`config.mk`:
```
export PLATFORM = sky130hd
export DESIGN_NAME = ram128_arbiter
export DESIGN_NICKNAME = d
export VERILOG_FILES = /design/src/rtl/ram128_arb_pkg.sv /design/src/rtl/ram128_arbiter_rr_arb2.sv /design/src/rtl/ram128_arbiter.sv
export SDC_FILE = /design/constraint.sdc
export NUM_CORES = 1
export LEC_CHECK = 0
export ABC_AREA = 1
export CELL_PAD_IN_SITES_DETAIL_PLACEMENT = 1
export CELL_PAD_IN_SITES_GLOBAL_PLACEMENT = 1
export CORE_MARGIN = 10
export CORE_UTILIZATION = 31
export CTS_CLUSTER_SIZE = 20
export DETAILED_ROUTE_END_ITERATION = 7
export PLACE_DENSITY = 0.83
export SLEW_MARGIN = 20
export SYNTH_ARGS = -nofsm -noshare
export SYNTH_HDL_FRONTEND = slang
export SYNTH_SLANG_ARGS = --single-unit
export TNS_END_PERCENT = 10
```
`constraint.sdc`:
```
create_clock -name CLK -period 4.6 [get_ports CLK]
set_input_delay 0.92 -clock CLK [delete_from_list [all_inputs] [get_ports CLK]]
set_output_delay 0.92 -clock CLK [all_outputs]
set_load 0.005 [all_outputs]
```
`src/rtl/ram128_arb_pkg.sv`:
```
// Shared types and constants for the RAM128 two-requester arbiter.
package ram128_arb_pkg;

  typedef enum logic [1:0] {
    IDLE   = 2'd0,
    ACCESS = 2'd1,
    WAIT   = 2'd2,
    DONE   = 2'd3
  } state_e;

  localparam int unsigned ARB_ADDR_W = 7;
  localparam int unsigned ARB_DATA_W = 32;
  localparam int unsigned ARB_BE_W   = ARB_DATA_W / 8;
  localparam int unsigned RD_LAT_MAX = 4;
  localparam int unsigned CNT_W      = $clog2(RD_LAT_MAX + 1);

endpackage

```
`src/rtl/ram128_arbiter_rr_arb2.sv`:
```
// Two-way round-robin picker; the priority register lives in the caller.
module rr_arb2 (
  input  logic [1:0] req,
  input  logic       prio,
  output logic [1:0] gnt,
  output logic       gnt_id
);

  // A lone request always wins; a tie goes to the requester named by prio.
  always_comb begin
    gnt = 2'b00;
    if (req[0] && (!req[1] || !prio)) begin
      gnt = 2'b01;
    end else if (req[1]) begin
      gnt = 2'b10;
    end
    gnt_id = gnt[1];
  end

endmodule

```
`src/rtl/ram128_arbiter.sv`:
```
// Round-robin arbiter and access sequencer in front of the RAM128 macro.
module ram128_arbiter
  import ram128_arb_pkg::*;
#(
  parameter  int unsigned ADDR_W = ARB_ADDR_W,
  parameter  int unsigned DATA_W = ARB_DATA_W,
  parameter  int unsigned RD_LAT = 1,
  localparam int unsigned BE_W   = DATA_W / 8
) (
  input  logic              CLK,
  input  logic              RST,
  input  logic              m0_valid,
  input  logic [BE_W-1:0]   m0_we,
  input  logic [ADDR_W-1:0] m0_addr,
  input  logic [DATA_W-1:0] m0_wdata,
  output logic              m0_ready,
  output logic              m0_resp_valid,
  output logic [DATA_W-1:0] m0_rdata,
  input  logic              m1_valid,
  input  logic [BE_W-1:0]   m1_we,
  input  logic [ADDR_W-1:0] m1_addr,
  input  logic [DATA_W-1:0] m1_wdata,
  output logic              m1_ready,
  output logic              m1_resp_valid,
  output logic [DATA_W-1:0] m1_rdata,
  output logic              ram_EN0,
  output logic [BE_W-1:0]   ram_WE0,
  output logic [ADDR_W-1:0] ram_A0,
  output logic [DATA_W-1:0] ram_Di0,
  input  logic [DATA_W-1:0] ram_Do0,
  output logic              busy
);

  localparam logic [CNT_W-1:0] CNT_LAST = CNT_W'(RD_LAT - 1);

  state_e            state;
  logic              prio;
  logic              owner;
  logic [CNT_W-1:0]  cnt;

  logic [1:0]        gnt_c;
  logic              gnt_id_c;
  logic              grant_ok_c;
  logic [BE_W-1:0]   sel_we_c;
  logic [ADDR_W-1:0] sel_addr_c;
  logic [DATA_W-1:0] sel_wdata_c;

  rr_arb2 u_pick (
    .req    ({m1_valid, m0_valid}),
    .prio   (prio),
    .gnt    (gnt_c),
    .gnt_id (gnt_id_c)
  );

  // Grants are only visible while idle and out of reset.
  assign grant_ok_c = (state == IDLE) && !RST;
  assign m0_ready   = grant_ok_c && gnt_c[0];
  assign m1_ready   = grant_ok_c && gnt_c[1];

  // Route the winning requester's payload toward the RAM registers.
  always_comb begin
    sel_we_c    = m0_we;
    sel_addr_c  = m0_addr;
    sel_wdata_c = m0_wdata;
    if (gnt_id_c) begin
      sel_we_c    = m1_we;
      sel_addr_c  = m1_addr;
      sel_wdata_c = m1_wdata;
    end
  end

  // Sequencer: accept, drive the RAM for one cycle, wait out read latency, respond.
  always_ff @(posedge CLK or posedge RST) begin
    if (RST) begin
      state         <= IDLE;
      prio          <= 1'b0;
      owner         <= 1'b0;
      cnt           <= '0;
      busy          <= 1'b0;
      ram_EN0       <= 1'b0;
      ram_WE0       <= '0;
      ram_A0        <= '0;
      ram_Di0       <= '0;
      m0_resp_valid <= 1'b0;
      m1_resp_valid <= 1'b0;
      m0_rdata      <= '0;
      m1_rdata      <= '0;
    end else begin
      case (state)
        IDLE: begin
          if (|gnt_c) begin
            state   <= ACCESS;
            busy    <= 1'b1;
            owner   <= gnt_id_c;
            prio    <= !gnt_id_c;
            ram_EN0 <= 1'b1;
            ram_WE0 <= sel_we_c;
            ram_A0  <= sel_addr_c;
            ram_Di0 <= sel_wdata_c;
          end
        end
        ACCESS: begin
          ram_EN0 <= 1'b0;
          ram_WE0 <= '0;
          ram_A0  <= '0;
          ram_Di0 <= '0;
          if (ram_WE0 == '0) begin
            state <= WAIT;
            cnt   <= '0;
          end else begin
            state <= DONE;
            if (owner) begin
              m1_resp_valid <= 1'b1;
              m1_rdata      <= '0;
            end else begin
              m0_resp_valid <= 1'b1;
              m0_rdata      <= '0;
            end
          end
        end
        WAIT: begin
          if (cnt == CNT_LAST) begin
            state <= DONE;
            cnt   <= '0;
            if (owner) begin
              m1_resp_valid <= 1'b1;
              m1_rdata      <= ram_Do0;
            end else begin
              m0_resp_valid <= 1'b1;
              m0_rdata      <= ram_Do0;
            end
          end else begin
            cnt <= cnt + CNT_W'(1);
          end
        end
        DONE: begin
          state         <= IDLE;
          busy          <= 1'b0;
          m0_resp_valid <= 1'b0;
          m1_resp_valid <= 1'b0;
        end
        default: state <= IDLE;
      endcase
    end
  end

endmodule

```
==> reports/summary.txt <==
Hold_buf cts = 0
Power Total = 5.56 mW
Mapped Avg Cell Area = 7.61 µm²
Core ar. = 18700 µm²
Area Growth Syn to Fin = 52.2%
Yosys reg bits = 118
Gr usage total = 0.180
Average vias per placed instance = 4.72
CTS buffer count = 17
CP max FO = 3
Port bufs = 234
Finished Layout Cells = 1236
Tcrit/Tclk final = 0.734
Net Sw Power = 2.09 mW
Routed wire length = 22700 µm
Design area = 8950 µm²
Initial core utilization = 0.315
Nets@finish = 1116
Hold Path Class = reg -> reg
Peak supply drop = 0.345 mV
Min Clock Period, post-route = 3.38 ns
Die area = 24900 µm²
DP HPWL = 16100 µm
Leak = 4.72 nW
FMAX = 296 MHz
GPL Wtd Cong = 0.804
Post-synth net total = 902
Drt first pass iters = 4
Slew HR = 0.420
Cts repair resizes = 0
# setup viols final = 0
CP arrival = 2.46 ns
Die Width = 158 µm
Die Y-Extent = 158 µm
Worst setup SP type = input pin
Via count = 5834
Ys Warns = 0
Clk pin slew, worst setup/hold paths = 0.06 ns
Pin count of the biggest net entering global routing = 70
Post-synth top area share = 0.502
Seq pwr share = 0.292
Setup TNS = 0 ns
Clock root cell = clkbuf_16
Setup WS pre-CTS = 1.23 ns
Commonest non-fill, non-tap cell in the layout = nand2_1
Clock latency on the worst-skew pair = 0.40 ns
Sink Count = 118
Hold Vio Cnt, Final = 0
Power Density = 621 nW/µm²
Fin worst setup slack = 1.22 ns
Clk_skew = 0.00640 ns
H-Tree Depth = 4
Synth Instances = 773
Pins Over Slew Limit = 0
Crit Path Class = in -> out
Outcome = complete, no violations
Layout cells sized above 1 = 0.0541
Cell internal pwr = 3.47 mW
Vias in the first global route = 6189
Switching portion of total power = 0.376
Mapped Area = 5880 µm²
CTS Buffer Depth = 2
Core Rows = 50
Clock power frac = 0.257
First-pass GRT wire length = 34800 µm
Placed Cells = 1200
CP Capture Type = output pin
Most frequent cells in the layout = nand2_1 (449), clkdlybuf4s50_1 (234), dfrtp_1 (118), nand4_1 (66), inv_1 (48)
Drt drc = 0
Max cap viols = 0
Initial antenna violation count = 2
ANT nets after route = 0
Core utilization of the finished layout = 0.479
Avg WL per Cell = 18.4 µm
Leading area contributor after synthesis = dfrtp_1
DR iter-0 viols = 241
TritonCTS clock tree = built
Worst-Margin Slew = 0.867 ns
Req. time, crit path = 3.68 ns
Area contributors post-synth = dfrtp_1 (50%), nand2_1 (29%), nand4_1 (7.0%)
I/O Pins = 235
RSZ-0062 raised after global routing = no
Distinct cells, synth = 23
Share of the yosys chip area belonging to registers = 0.502
Total grt overflow = 0
Gate power share = 0.451
Hold slack = 0.466 ns
DP Area = 8260 µm²
Postcts setup bufs = 0
[kinds of logic (layout without fill, tap and decap cells)]
| kind of cell | after synthesis | in the layout | share of synthesized area |
|---|---|---|---|
| DFF | 118 | 118 | 0.502 |
| and+or+nand+nor | 539 | 539 | 0.383 |
| buffers and inverters | 101 | 327 | 0.0900 |
| adders and majority gates | 7 | 7 | 0.0149 |
| AOI/OAI and AO/OA | 7 | 7 | 0.00851 |
| xor gates and xnor gates | 1 | 1 | 0.00149 |
| other | 0 | 3 | 0 |
[worst max-delay path: stages]
cell	delay, ns
clkdlybuf4s50_1	0.53
inv_1	0.14
a21oi_4	0.14
nand2_1	0.10
nor2_1	0.11
clkdlybuf4s50_1	0.52
[per-layer routing]
metal | wire length [µm] | vias to the layer above | global-route usage | share of wire
met1 | 8940 | 2845 | 0.203 | 0.39
met3 | 932 | 31 | 0.0366 | 0.041
met4 | 608 | 0 | 0.0761 | 0.027
li1 | - | 2832 | - | -
met2 | 12200 | 126 | 0.323 | 0.54
met5 | 0 | - | 0 | 0
[worst paths after layout]
kind / startpoint / to / slack (ns) / depth (start not counted)
max: m1_valid / m1_ready / 1.22 / 6
min: m1_rdata[11] / m1_rdata[11] / 0.47 / 2
max reg2reg: state[0] / m0_rdata[21] / 1.74 / 10
min reg2reg: m1_rdata[11] / m1_rdata[11] / 0.47 / 2
max in group asynchronous: RST / m1_rdata[15] / 2.74 / 3
min in group asynchronous: RST / ram_A0[6] / 1.02 / 2
[power by group through the flow]
| stage | Combinational, mW | Clock (mW) | Sequential, mW |
|---|---|---|---|
| floorplan | 1.30 | 0 | 1.64 |
| global placement | 2.42 | 0 | 1.62 |
| detailed placement | 2.49 | 0 | 1.63 |
| CTS | 2.50 | 1.46 | 1.62 |
| global route | 2.79 | 1.51 | 1.67 |
| finish | 2.51 | 1.43 | 1.62 |
[registers in the layout, indices dropped and copies added (netlist names), 2 cells and up]
name and flops:
m0_rdata 32, m1_rdata 32, ram_Di0 32, ram_A0 7
ram_WE0 4, cnt 3, state 2
[cell type report]
| class | count | area (µm²) |
|---|---|---|
| diodes | 3 | 7.51 |
| inverters | 52 | 198 |
| repair buffers | 244 | 2460 |
| flip-flops and latches | 118 | 2950 |
| multi-input cells | 554 | 2410 |
| fillers | 2256 | 9750 |
| clock inverters | 8 | 145 |
| clock buffers | 23 | 488 |
| well taps | 234 | 293 |
[cell usage after synthesis (all sizes together)]
| cell | instances |
|---|---|
| buf | 45 |
| clkbuf | 4 |
| ha | 7 |
| xor2 | 1 |
| inv | 52 |
| nor3 | 1 |
| nand4 | 66 |
| nand2 | 453 |
| a21oi | 2 |
| nand3 | 12 |
| nor2 | 7 |
| dfrtp | 118 |
| o21ai | 5 |
Power figures use the tool's default switching activity.
